### config.mk
export PLATFORM = sky130hd
export DESIGN_NAME = npc_uart_axil
export DESIGN_NICKNAME = d
export VERILOG_FILES = /design/src/rtl/npc_uart_axil_pkg.sv /design/src/rtl/npc_sync_fifo.sv /design/src/rtl/npc_uart_axil.sv
export SDC_FILE = /design/constraint.sdc
export NUM_CORES = 1
export LEC_CHECK = 0
export BUFFER_PORTS_ARGS = -buffer_cell sky130_fd_sc_hd__buf_2
export CAP_MARGIN = 0
export CORE_UTILIZATION = 50
export CTS_BUF_LIST = sky130_fd_sc_hd__clkbuf_4
export DETAILED_ROUTE_END_ITERATION = 16
export PLACE_DENSITY = 0.81
export SYNTH_ARGS = -nofsm -noshare
export SYNTH_HDL_FRONTEND = slang
export SYNTH_SLANG_ARGS = --single-unit
export TNS_END_PERCENT = 10
### constraint.sdc
create_clock -name clock -period 3.2 [get_ports clock]
set_clock_uncertainty 0.05 [all_clocks]
set_input_delay 0.48 -clock clock [delete_from_list [all_inputs] [get_ports clock]]
set_output_delay 0.48 -clock clock [all_outputs]
set_load 0.02 [all_outputs]
### src/rtl/npc_uart_axil_pkg.sv
// npc_uart_axil_pkg: register map, AXI response codes and serializer states shared by the UART.
package npc_uart_axil_pkg;
    localparam logic [3:0] REG_TXDATA = 4'h0;
    localparam logic [3:0] REG_STATUS = 4'h4;
    localparam logic [1:0] RESP_OKAY = 2'b00;
    localparam logic [1:0] RESP_SLVERR = 2'b10;
    typedef enum logic [1:0] {S_IDLE, S_START, S_DATA, S_STOP} ser_state_e;
endpackage

### src/rtl/npc_sync_fifo.sv
// npc_sync_fifo: single-clock FIFO with occupancy count; pointers wrap modulo DEPTH.
module npc_sync_fifo #(
    parameter int WIDTH = 8,
    parameter int DEPTH = 8
) (
    input  logic                     clock,
    input  logic                     reset,
    input  logic                     push,
    input  logic [WIDTH-1:0]         din,
    input  logic                     pop,
    output logic [WIDTH-1:0]         dout,
    output logic                     full,
    output logic                     empty,
    output logic [$clog2(DEPTH):0]   count
);
    localparam int AW = $clog2(DEPTH);
    localparam int CW = AW + 1;
    logic [WIDTH-1:0] mem_q [DEPTH];
    logic [AW-1:0] wr_ptr_q, wr_ptr_d, rd_ptr_q, rd_ptr_d;
    logic [CW-1:0] count_q, count_d;
    logic do_push, do_pop;
    always_comb begin
        do_push = push && !full;
        do_pop = pop && !empty;
        wr_ptr_d = wr_ptr_q + AW'(do_push);
        rd_ptr_d = rd_ptr_q + AW'(do_pop);
        count_d = count_q + CW'(do_push) - CW'(do_pop);
    end
    always_ff @(posedge clock or posedge reset) begin
        if (reset) begin
            wr_ptr_q <= '0;
            rd_ptr_q <= '0;
            count_q <= '0;
        end else begin
            wr_ptr_q <= wr_ptr_d;
            rd_ptr_q <= rd_ptr_d;
            count_q <= count_d;
        end
    end
    // Storage needs no reset: the count alone defines which entries are valid.
    always_ff @(posedge clock) begin
        if (do_push) mem_q[wr_ptr_q] <= din;
    end
    assign dout = mem_q[rd_ptr_q];
    assign full = count_q == CW'(DEPTH);
    assign empty = count_q == '0;
    assign count = count_q;
endmodule

### src/rtl/npc_uart_axil.sv
// npc_uart_axil: AXI4-Lite slave feeding a TX FIFO and an 8N1 serializer on txd.
module npc_uart_axil
    import npc_uart_axil_pkg::*;
#(
    parameter int FIFO_DEPTH = 8,
    parameter int CLK_DIV = 4
) (
    input  logic        clock,
    input  logic        reset,
    input  logic        awvalid,
    output logic        awready,
    input  logic [31:0] awaddr,
    input  logic        wvalid,
    output logic        wready,
    input  logic [31:0] wdata,
    input  logic [3:0]  wstrb,
    output logic        bvalid,
    input  logic        bready,
    output logic [1:0]  bresp,
    input  logic        arvalid,
    output logic        arready,
    input  logic [31:0] araddr,
    output logic        rvalid,
    input  logic        rready,
    output logic [31:0] rdata,
    output logic [1:0]  rresp,
    output logic        txd
);
    localparam int DIV_W = CLK_DIV > 1 ? $clog2(CLK_DIV) : 1;
    localparam int CNT_W = $clog2(FIFO_DEPTH) + 1;
    logic bvalid_q, bvalid_d, rvalid_q, rvalid_d;
    logic [1:0] bresp_q, bresp_d, rresp_q, rresp_d;
    logic [31:0] rdata_q, rdata_d;
    ser_state_e state_q, state_d;
    logic [DIV_W-1:0] div_q, div_d;
    logic [2:0] bit_q, bit_d;
    logic [7:0] shift_q, shift_d, head;
    logic [CNT_W-1:0] count;
    logic wr_tx, rd_status, wr_hs, rd_hs, push, pop, full, empty, busy, div_done;
    logic unused_bits;
    assign unused_bits = ^{awaddr[31:4], araddr[31:4], wdata[31:8], wstrb[3:1], count};
    npc_sync_fifo #(.WIDTH(8), .DEPTH(FIFO_DEPTH)) u_fifo (
        .clock(clock),
        .reset(reset),
        .push(push),
        .din(wdata[7:0]),
        .pop(pop),
        .dout(head),
        .full(full),
        .empty(empty),
        .count(count)
    );
    // Ready outputs are gated by reset so they read low while reset is held.
    always_comb begin
        wr_tx = awaddr[3:0] == REG_TXDATA;
        rd_status = araddr[3:0] == REG_STATUS;
        wr_hs = !reset && awvalid && wvalid && !bvalid_q && (!wr_tx || !full);
        rd_hs = arvalid && arready;
        push = wr_hs && wr_tx && wstrb[0];
        bvalid_d = wr_hs || (bvalid_q && !bready);
        bresp_d = wr_hs ? (wr_tx ? RESP_OKAY : RESP_SLVERR) : bresp_q;
        rvalid_d = rd_hs || (rvalid_q && !rready);
        rdata_d = rd_hs ? (rd_status ? {29'b0, busy, empty, full} : 32'b0) : rdata_q;
        rresp_d = rd_hs ? (rd_status ? RESP_OKAY : RESP_SLVERR) : rresp_q;
    end
    assign awready = wr_hs;
    assign wready = wr_hs;
    assign arready = !reset && !rvalid_q;
    assign bvalid = bvalid_q;
    assign bresp = bresp_q;
    assign rvalid = rvalid_q;
    assign rdata = rdata_q;
    assign rresp = rresp_q;
    always_comb begin
        busy = state_q != S_IDLE;
        div_done = div_q == DIV_W'(CLK_DIV - 1);
        pop = state_q == S_IDLE && !empty;
        state_d = state_q;
        bit_d = bit_q;
        shift_d = shift_q;
        div_d = (state_q == S_IDLE || div_done) ? '0 : div_q + 1'b1;
        case (state_q)
            S_IDLE: if (!empty) begin
                state_d = S_START;
                shift_d = head;
            end
            S_START: if (div_done) begin
                state_d = S_DATA;
                bit_d = '0;
            end
            S_DATA: if (div_done) begin
                shift_d = shift_q >> 1;
                bit_d = bit_q + 1'b1;
                state_d = bit_q == 3'd7 ? S_STOP : S_DATA;
            end
            S_STOP: if (div_done) state_d = S_IDLE;
            default: state_d = S_IDLE;
        endcase
    end
    assign txd = state_q == S_START ? 1'b0 : state_q == S_DATA ? shift_q[0] : 1'b1;
    always_ff @(posedge clock or posedge reset) begin
        if (reset) begin
            bvalid_q <= 1'b0;
            bresp_q <= RESP_OKAY;
            rvalid_q <= 1'b0;
            rresp_q <= RESP_OKAY;
            rdata_q <= '0;
            state_q <= S_IDLE;
            div_q <= '0;
            bit_q <= '0;
            shift_q <= '0;
        end else begin
            bvalid_q <= bvalid_d;
            bresp_q <= bresp_d;
            rvalid_q <= rvalid_d;
            rresp_q <= rresp_d;
            rdata_q <= rdata_d;
            state_q <= state_d;
            div_q <= div_d;
            bit_q <= bit_d;
            shift_q <= shift_d;
        end
    end
endmodule
==> metrics, run 1 <==
status finished clean; ys flop type edfxtp_1; Synth top cells by count 64 x edfxtp_1, 33 x buf_4, 32 x dfrtp_1, 18 x ha_1, 15 x inv_1; vias 2,289; drt pass-1 iters 4; post-synthesis xor/xnor area fraction 0.804%; ANT cells 0; P_int 2.06 mW; clock root cell clkbuf_4; Final Non-Filler Cells between 400 and 500; Slew Viols, Final 0; Leak Pwr 1.94 nW; Net Switching 1.04 mW; first-pass GRT wire length 11,100 um; overall power 3.10 mW; Die X 95.3 um; maximum VDD drop approximately 0.41 mV; Compound-Gate Fraction of Synth Area 5.00%; syn_area_per_cell between 15 and 20 sq um; io pins ~150; GRT overflow 0; initial DRC count between 80 and 90; Rel. slew slack between 50 and 60%; site row count 33; Post-Synth Simple-Gate Area 5.57%; Clock Latency Late Sink around 0.43 ns; initial antenna violation count 0; fmax 416 MHz; Detailed Route WL 6950 um; Final ANT Viol Nets 0; dpl hpwl 4870 um; metal3 WL 252 um; Routability Congestion 0.748; register area share after synthesis 62.5%; share of post-route cells with drive strength above 1 22.4%; crit path max fanout 9; PD cells 661 nW/um^2; Num CTS Buffers 9; Clk pwr share 20.1%; path category of the worst min-delay check primary input to asynchronous set/reset pin; WP data arrival around 2.7 ns; postcts setup bufs 0; top post-synthesis cells by area edfxtp_1 44%, dfrtp_1 18%, mux4_1 7.2%; Startpoint Class flop; Post-Place Cells 410; largest family of logic cells by synthesized area multiplexers; Async S/R FF share, synth 33.3%; Vias/cell about 5.4; setup_tns 0 ns; die height 95.3 um; final hold violations 0; Area Overhead vs Synth 7.55%; largest net degree at the start of global routing 20; Yosys cell types between 40 and 50; wire per inst 16.3 um; number of synthesized flops with an enable pin 64; top routing layer used met4; top cell type's share of synthesized area between 40% and 50%; CTS clock-pin slew for the worst setup and hold paths about 0.16 ns; flops & latches, synth 96; vias in the first global route 2,259; Routed met1 length 3000 um; Comb pwr share 28.4%; CP endpoint kind flop; final worst-path cycle share 75.1%; Worst Tran Pin Value 0.706 ns; number of max-cap violations 0; GRT Util Overall 17.1%; CP Data Required Time 3.48 ns; hold buffers post-CTS 0; H-tree levels 3; I/O Buffers 34; most instantiated library cell after synthesis edfxtp_1; Mapped Cells between 200 and 300; metal2 WL approximately 3600 um; Die Footprint 9090 sq um; Initial Util 52.2%; number of clock sinks 96; WS Path Type flop to flop; Final setup viols 0; switch share 33.6%; Post-Synth Adder-Cell Area 5.63%; post-CTS resize count 0; sequential share of power 51.5%; Netlist Area Pre-Place around 4400 sq um; Syn. warnings 0; CTS tree done; Nets 442; CORE AREA roughly 8300 sq um; DRC viols 0; post-synthesis mux area share 12.2%; clk buf depth 2; largest area contributor in the netlist edfxtp_1; unrepaired setup endpoints after global routing false; clock period minus worst slack roughly 2.4 ns
==> cells by family (layout without fill, tap and decap cells) <==
logic type	count (synthesis)	in the layout
compound gates	32	32
xor+xnor	4	4
fa+ha+maj	19	19
buf+inv	57	75
flops	96	96
mux	28	28
other cells	1	31
simple gates	36	36
==> power groups by stage <==
stage,Combinational (mW),Sequential (mW),Clock (mW)
2_1_floorplan,0.801,1.55,0
6_report,0.881,1.60,0.622
3_3_place_gp,0.838,1.62,0
4_1_cts,0.890,1.60,0.641
3_5_place_dp,0.884,1.63,0
5_1_grt,1.00,1.62,0.679
==> sequential cells by signal, indices dropped and copies added (netlist names) <==
register / cells
u_fifo.rd_ptr_q: 3
bit_q: 3
bresp: 1
u_fifo.count: 4
u_fifo.wr_ptr_q: 3
u_fifo.mem_q: 64
bvalid: 1
rdata: 3
rvalid: 1
shift_q: 8
state_q: 2
rresp: 1
div_q: 2
==> layout make-up <==
type / count / area [sq um]
clock inverter: 7 / 73.8
timing repair buffer: 44 / 245
sequential: 96 / 2720
tap: 105 / 131
multi-input combinational: 150 / 1390
fill: 641 / 3650
inverter: 15 / 56.3
clock buffer: 9 / 67.6
==> through the flow <==
stage / hold slack [ns] / util (%) / instance area (sq um) / setup slack (ns)
after floorplan: 0.365 / - / 4470 / 0.712
after global placement: 0.376 / 54.5 / 4540 / 0.853
after detailed placement: 0.382 / 54.5 / 4540 / 0.809
after CTS: 0.0519 / 56.2 / 4690 / 0.756
after global routing: 0.0577 / 56.2 / 4690 / 0.629
final: 0.0550 / 56.2 / 4690 / 0.796
==> placed cells by master (no fill, tap or decap), types with 3 or more instances in the layout <==
master     netlist  final
a21oi_1          3      3
ha_1            18     18
conb_1           1     31
nor4b_1          3      3
inv_1           15     15
buf_2            2     34
mux4_1          12     12
o21ai_0         13     13
nor4_1           3      3
o211ai_1         7      7
xor2_1           4      4
dfrtp_1         32     32
clkbuf_4         0      9
buf_4           33     10
nor3_1           6      6
o2bb2ai_1        3      3
mux2i_1         10     10
mux4_2           4      4
nand2_1          4      4
nand4_1          8      8
edfxtp_1        64     64
==> final timing paths <==
path,start,endpoint,slack (ns),cells after the start
setup / recovery,u_fifo.count[2]$_DFF_PP0_,u_fifo.count[2]$_DFF_PP0_,0.80,8
hold / removal,reset,bit_q[2]$_DFFE_PP0P_,0.05,2
max in group asynchronous,reset,u_fifo.wr_ptr_q[2]$_DFF_PP0_,2.38,3
setup reg to reg,u_fifo.count[2]$_DFF_PP0_,u_fifo.count[2]$_DFF_PP0_,0.80,8
min in group clock,rready,rvalid$_DFF_PP0_,0.17,2
hold reg to reg,div_q[0]$_DFF_PP0_,div_q[0]$_DFF_PP0_,0.40,1
==> routing by layer <==
metal  global-route usage (%)  vias to the layer above
met4                     6.31                        0
met1                     21.1                     1151
met3                     4.31                        8
met5                        0                        -
li1                         -                     1074
met2                     28.9                       56
==> critical path, cell delays in order (launching register included) <==
cell,delay [ns]
dfrtp_1,0.40
inv_1,0.09
ha_1,0.14
or3b_4,0.40
nand4_1,0.30
inv_1,0.14
ha_1,0.23
fa_1,0.38
xor2_1,0.17
No activity file was read; power rests on OpenSTA's default activity.
==> inputs of run 2 (changes only) <==
--- a/config.mk
+++ b/config.mk
@@ -5,12 +5,13 @@
 export SDC_FILE = /design/constraint.sdc
 export NUM_CORES = 1
 export LEC_CHECK = 0
+export ABC_AREA = 1
 export BUFFER_PORTS_ARGS = -buffer_cell sky130_fd_sc_hd__buf_2
 export CAP_MARGIN = 0
 export CORE_UTILIZATION = 50
 export CTS_BUF_LIST = sky130_fd_sc_hd__clkbuf_4
 export DETAILED_ROUTE_END_ITERATION = 16
-export PLACE_DENSITY = 0.81
+export PLACE_DENSITY = 0.8
 export SYNTH_ARGS = -nofsm -noshare
 export SYNTH_HDL_FRONTEND = slang
 export SYNTH_SLANG_ARGS = --single-unit
==> constraint.sdc (replaced) <==
create_clock -name clock -period 2.45 [get_ports clock]
set_clock_uncertainty 0.05 [all_clocks]
set_input_delay 0.3675 -clock clock [delete_from_list [all_inputs] [get_ports clock]]
set_output_delay 0.3675 -clock clock [all_outputs]
set_load 0.02 [all_outputs]
==> run 2 against run 1 <==
Net effect:
- flip-flop and latch count is the same
- utilization is 0.65 points higher
- wire length increased by 15%
- combinational power grew 96%
- clock-buffer cell count rose by 1
- setup slack lost 0.64 ns
- critical endpoint unchanged
==> metrics, run 2 <==
final worst-path cycle share a little over nine tenths; overall power around 4.7 mW; most flop-heavy register u_fifo.mem_q; Final ANT Viol Nets 0; most common cell after layout, fill and taps aside nand2_1; Startpoint Class flop; Die Footprint a little over 9000 sq um; Netlist Area Pre-Place 4430 sq um; site row count 33; syn_area_per_cell 10.7 sq um; status finished clean; dpl hpwl 5400 um; Area Overhead vs Synth 7.57%; P_int between 2 and 3 mW; initial antenna violation count 0; clock root cell clkbuf_4; met1 Use GR 24.9%; top post-synthesis cells by area edfxtp_1 43%, dfrtp_1 18%, nand2_1 8.8%; hold_ws 0.0429 ns; clock period minus worst slack 2.29 ns; Final setup viols 0; Detailed Route WL 8010 um; CP Launch Point u_fifo.count[2]$_DFF_PP0_; M3 GR Usage 2.84%; crit path max fanout 4; Crit path top cell by count ha_1; Rel. slew slack between 60% and 70%; Syn. warnings 0; number of synthesized flops with an enable pin 64; H-tree levels 3; routing usage on met2 30.7%; post-CTS resize count 0; gr busiest metal met2; PD cells 983 nW/um^2; register area share after synthesis 61.5%; design area around 4800 sq um; I/O Buffers 34; Yosys cell types 29; Crit path largest cell delay 0.40 ns; Routability Congestion 0.771; switch share between 30 and 40%; # fillers roughly 700; slowest CP cell fa_1; Largest register FFs between 60 and 70; unrepaired setup endpoints after global routing false; Mapped Cells 414; io pins 149; Initial Util 52.8%; initial DRC count 253; vias in the first global route around 2,700; largest area contributor in the netlist edfxtp_1; CTS clock-pin slew for the worst setup and hold paths ~0.14 ns; most instantiated library cell after synthesis nand2_1; wire per inst 14.1 um; CP endpoint kind flop; cells on worst reg2reg path 9; Slew Viols, Final 0; GRT overflow 0; flops & latches, synth 96; top cell type's share of synthesized area between 40% and 50%; CORE AREA between 8000 and 9000 sq um; WP data arrival 2.58 ns; drt pass-1 iters 4; ANT cells 0; reg2reg end u_fifo.count[2]$_DFF_PP0_; fmax approximately 440 MHz; vias 2,880; Worst Tran Pin Value roughly 0.53 ns; placed inst area 4610 sq um; Leak Pwr 2.12 nW; maximum VDD drop 0.655 mV; WS Path Type flop to flop; first-pass GRT wire length 12,800 um; CP Data Required Time between 2 and 3 ns; Comb pwr share 37.0%; final hold violations 0; Setup crit end u_fifo.count[2]$_DFF_PP0_; Async S/R FF share, synth between 30% and 40%; Nets 583; largest net degree at the start of global routing 34; clk buf depth 2; path category of the worst min-delay check primary input to flop; sequential share of power 44.9%; Clk pwr share ~18%; CTS tree done; Vias/cell 5.08; ys flop type edfxtp_1; number of max-cap violations 0; Net Switching 1.82 mW; worst reg-to-reg setup slack 0.16 ns; GRT Util Overall 18.8%; Num CTS Buffers 9; DRC viols 0; Synth top cells by count 104 x nand2_1, 64 x edfxtp_1, 58 x nand3_1, 36 x buf_4, 32 x dfrtp_1; worst r2r src u_fifo.count[2]$_DFF_PP0_; cell chain of the critical path inv_1 -> ha_1 -> nor3b_4 -> nor2_1 -> ha_1 -> inv_1 -> ha_1 -> fa_1 -> xor2_1; share of post-route cells with drive strength above 1 roughly 16%; Clock Latency Late Sink 0.44 ns; number of clock sinks 96; die height 96.1 um; most frequent cells in the layout 104 x nand2_1, 64 x edfxtp_1, 58 x nand3_1, 34 x buf_2, 32 x dfrtp_1; setup_tns 0 ns; Die X between 90 and 100 um
[run 2: layout make-up]
class | instances | area [sq um] | share of cell area [%]
multi-input cells | 277 | 1400 | 29.4
inverters | 26 | 97.6 | 2.05
repair buffers | 47 | 270 | 5.67
flip-flops and latches | 96 | 2720 | 57.2
clock buffers | 10 | 75.1 | 1.58
well taps | 105 | 131 | 2.76
clock inverters | 6 | 67.6 | 1.42
[run 2: through the flow]
| stage | setup WS [ns] | instances | util, % |
|---|---|---|---|
| 2_1_floorplan | 0.377 | 444 | - |
| 3_3_place_gp | 0.251 | 550 | 55.0 |
| 3_5_place_dp | 0.160 | 550 | 55.0 |
| 4_1_cts | 0.140 | 567 | 56.8 |
| 5_1_grt | 0.00292 | 567 | 56.8 |
| 6_report | 0.156 | 567 | 56.8 |
[run 2: worst max-delay path, delay by kind of cell (launching register included)]
kind | cells | cell delay, ns
XOR/XNOR | 1 | 0.17
adder cells (fa/ha/maj) | 4 | 1.08
buffers and inverters | 2 | 0.15
flip-flops | 1 | 0.39
AND/OR/NAND/NOR | 2 | 0.36
[run 2: worst min-delay path by stage]
| stage | startpoint | end | slack, ns | depth (start not counted) |
|---|---|---|---|---|
| 6_report | rready | rvalid$_DFF_PP0_ | 0.04 | 2 |
| 5_1_grt | rready | rvalid$_DFF_PP0_ | 0.03 | 2 |
| 4_1_cts | rready | rvalid$_DFF_PP0_ | 0.02 | 2 |
| 3_5_place_dp | div_q[0]$_DFF_PP0_ | div_q[0]$_DFF_PP0_ | 0.38 | 1 |
| 3_3_place_gp | div_q[0]$_DFF_PP0_ | div_q[0]$_DFF_PP0_ | 0.37 | 1 |
| 2_1_floorplan | div_q[0]$_DFF_PP0_ | div_q[0]$_DFF_PP0_ | 0.36 | 1 |
[run 2: metal layers]
| metal | part of all wire [%] | routed length, um | vias to the layer above |
|---|---|---|---|
| li1 | - | - | 1407 |
| met3 | 4.9 | 392 | 10 |
| met1 | 42 | 3400 | 1369 |
| met2 | 51 | 4100 | 94 |
| met5 | 0 | 0 | - |
| met4 | 1.5 | 119 | 0 |
[run 2: what timing repair did]
action,CTS,global route
endpoints found under the hold margin,32,0
setup endpoints to repair,0,0
setup buffers,0,0
hold buffers,1,0
[run 2: power groups by stage]
stage	logic [mW]	clock network (mW)	registers, mW
after global placement	1.65	0	2.13
final	1.73	0.851	2.10
after floorplan	1.45	0	2.07
after CTS	1.76	0.865	2.10
after detailed placement	1.75	0	2.14
after global routing	1.97	0.918	2.13
[run 2: kinds of logic after synthesis]
group                      count (synthesis)  synth area share (%)
xor gates and xnor gates                   4                 0.791
AOI/OAI and AO/OA                         17                  2.12
buffers and inverters                     71                  9.47
adders and majority gates                 19                  5.54
and+or+nand+nor                          206                  20.5
DFF                                       96                  61.5
other                                      1                0.0847
==> inputs of run 3 (changes only) <==
--- a/config.mk
+++ b/config.mk
@@ -7,11 +7,12 @@
 export LEC_CHECK = 0
 export ABC_AREA = 1
 export BUFFER_PORTS_ARGS = -buffer_cell sky130_fd_sc_hd__buf_2
-export CAP_MARGIN = 0
+export CAP_MARGIN = 30
 export CORE_UTILIZATION = 50
 export CTS_BUF_LIST = sky130_fd_sc_hd__clkbuf_4
 export DETAILED_ROUTE_END_ITERATION = 16
-export PLACE_DENSITY = 0.8
+export PLACE_DENSITY = 0.79
+export RECOVER_POWER = 100
 export SYNTH_ARGS = -nofsm -noshare
 export SYNTH_HDL_FRONTEND = slang
 export SYNTH_SLANG_ARGS = --single-unit
==> run 3 against run 2 <==
Net effect:
- first-iteration DRC count fell by 2.4%
- sequential power barely moved
- setup slack improved by 0.031 ns
- critical path type unchanged
- critical endpoint unchanged
- largest power group unchanged
==> metrics, run 3 (synthesis gave the netlist of run 2 again) <==
worst r2r src u_fifo.count[2]$_DFF_PP0_; dpl hpwl 5260 um; maximum VDD drop 0.539 mV; first-pass GRT wire length 12,800 um; most flop-heavy register u_fifo.mem_q; GRT overflow 0; drt pass-1 iters 4; Vias/cell 5.11; CORE AREA approximately 8400 sq um; Buf/Inv on CP 2; I/O Buffers 34; Largest register FFs 64; ANT cells 0; Setup WS post-layout 0.186 ns; CTS tree done; vias in the first global route 2,720; Initial Util 52.8%; clock root cell clkbuf_4; reg2reg end u_fifo.count[2]$_DFF_PP0_; Startpoint Class flop; fmax 442 MHz; number of clock sinks 96; wire per inst ~14 um; Detailed Route WL 7970 um; DP Worst Slack just under 0.2 ns; hold path depth 2; WP data arrival 2.55 ns; Worst Tran Pin Value 0.767 ns; CTS clock-pin slew for the worst setup and hold paths roughly 0.14 ns; number of max-cap violations 0; hold_ws 0.0443 ns; Crit path largest cell delay 0.39 ns; final core utilization ~56%; initial antenna violation count 0; PD cells 994 nW/um^2; Final ANT Viol Nets 0; # fillers 698; die height 96.1 um; path category of the worst min-delay check primary input to flop; cells on worst reg2reg path 9; worst reg-to-reg setup slack 0.19 ns; Slew Viols, Final 0; final worst-path cycle share 92.4%; DRC viols 0; final hold violations 0; most common cell after layout, fill and taps aside nand2_1; Crit path top cell by count ha_1; cell chain of the critical path inv_1 -> ha_1 -> nor3b_4 -> nor2_1 -> ha_1 -> inv_1 -> ha_1 -> fa_1 -> xor2_1; initial DRC count 247; status finished clean; CP endpoint kind flop; Post-Place Cells 550; top cell family by delay on the critical path adder cells; worst hold endpoint bvalid$_DFF_PP0_; unrepaired setup endpoints after global routing false; clock period minus worst slack 2.26 ns; H-tree levels 3; overall power 4.68 mW; crit path max fanout 4; share of post-route cells with drive strength above 1 10.6%; CP Data Required Time 2.74 ns; GRT Util Overall 19.3%; clk buf depth 2; Final Non-Filler Cells ~570; site row count 33; most frequent cells in the layout 105 x nand2_1, 64 x edfxtp_1, 58 x nand3_1, 32 x dfrtp_1, 31 x conb_1; largest net degree at the start of global routing 34; Num CTS Buffers 9; Worst Min Path Start bready; setup_tns 0 ns; Clock Latency Late Sink roughly 0.45 ns; Rel. slew slack 48.8%; design area 4710 sq um; Nets 583; slowest CP cell dfrtp_1; Area Overhead vs Synth 6.36%; Die X 96.1 um; io pins approximately 150; WS Path Type flop to flop; Die Footprint about 9200 sq um; Leak Pwr 2.06 nW; Routability Congestion 0.819; vias 2,899; placed inst area 4610 sq um; Final setup viols 0
[run 3: cell types whose count changed in the layout (fill, tap and decap cells not counted), moves of 2 or more]
cell / delta
buf_2: -20
clkbuf_1: +20
buf_4: -9
clkbuf_2: +9
inv_6: +3
clkinv_4: -2
[run 3: cell type report]
type,count,area [sq um],area share [%]
clock inverters,6,72.6,1.54
clock buffers,10,75.1,1.59
multi-input cells,277,1390,29.5
flip-flops and latches,96,2720,57.8
well taps,105,131,2.79
repair buffers,47,223,4.73
inverters,26,97.6,2.07
[run 3: how the worst max path moves through the flow]
| stage | to | slack, ns | cells after the start | start |
|---|---|---|---|---|
| after floorplan | u_fifo.count[2]$_DFF_PP0_ | 0.38 | 9 | u_fifo.count[2]$_DFF_PP0_ |
| after global placement | u_fifo.count[2]$_DFF_PP0_ | 0.25 | 9 | u_fifo.count[2]$_DFF_PP0_ |
| after detailed placement | u_fifo.count[2]$_DFF_PP0_ | 0.19 | 9 | u_fifo.count[2]$_DFF_PP0_ |
| after CTS | u_fifo.count[2]$_DFF_PP0_ | 0.18 | 9 | u_fifo.count[2]$_DFF_PP0_ |
| after global routing | u_fifo.count[2]$_DFF_PP0_ | 0.07 | 9 | u_fifo.count[2]$_DFF_PP0_ |
| final | u_fifo.count[2]$_DFF_PP0_ | 0.19 | 9 | u_fifo.count[2]$_DFF_PP0_ |
[run 3: layer usage]
layer / part of all wire (%) / track usage [%]
met5: 0 / 0
met4: 2.0 / 12.2
met3: 7.9 / 2.69
met2: 50 / 30.9
met1: 40 / 24.8
[run 3: where the power goes]
group	total, mW	switching (mW)	internal (mW)	leakage (nW)
Sequential	2.10	0.171	1.93	0.974
Clock	0.873	0.535	0.338	0.0784
Combinational	1.71	1.12	0.585	1.00
Total	4.68	1.83	2.85	2.06
[run 3: repair_timing]
item | 4_1_cts | 5_1_grt
hold buffers | 1 | 0
buffers inserted | 0 | 0
resized for setup | 0 | 1
setup endpoints to repair | 0 | 2
hold endpoints to repair | 32 | 0
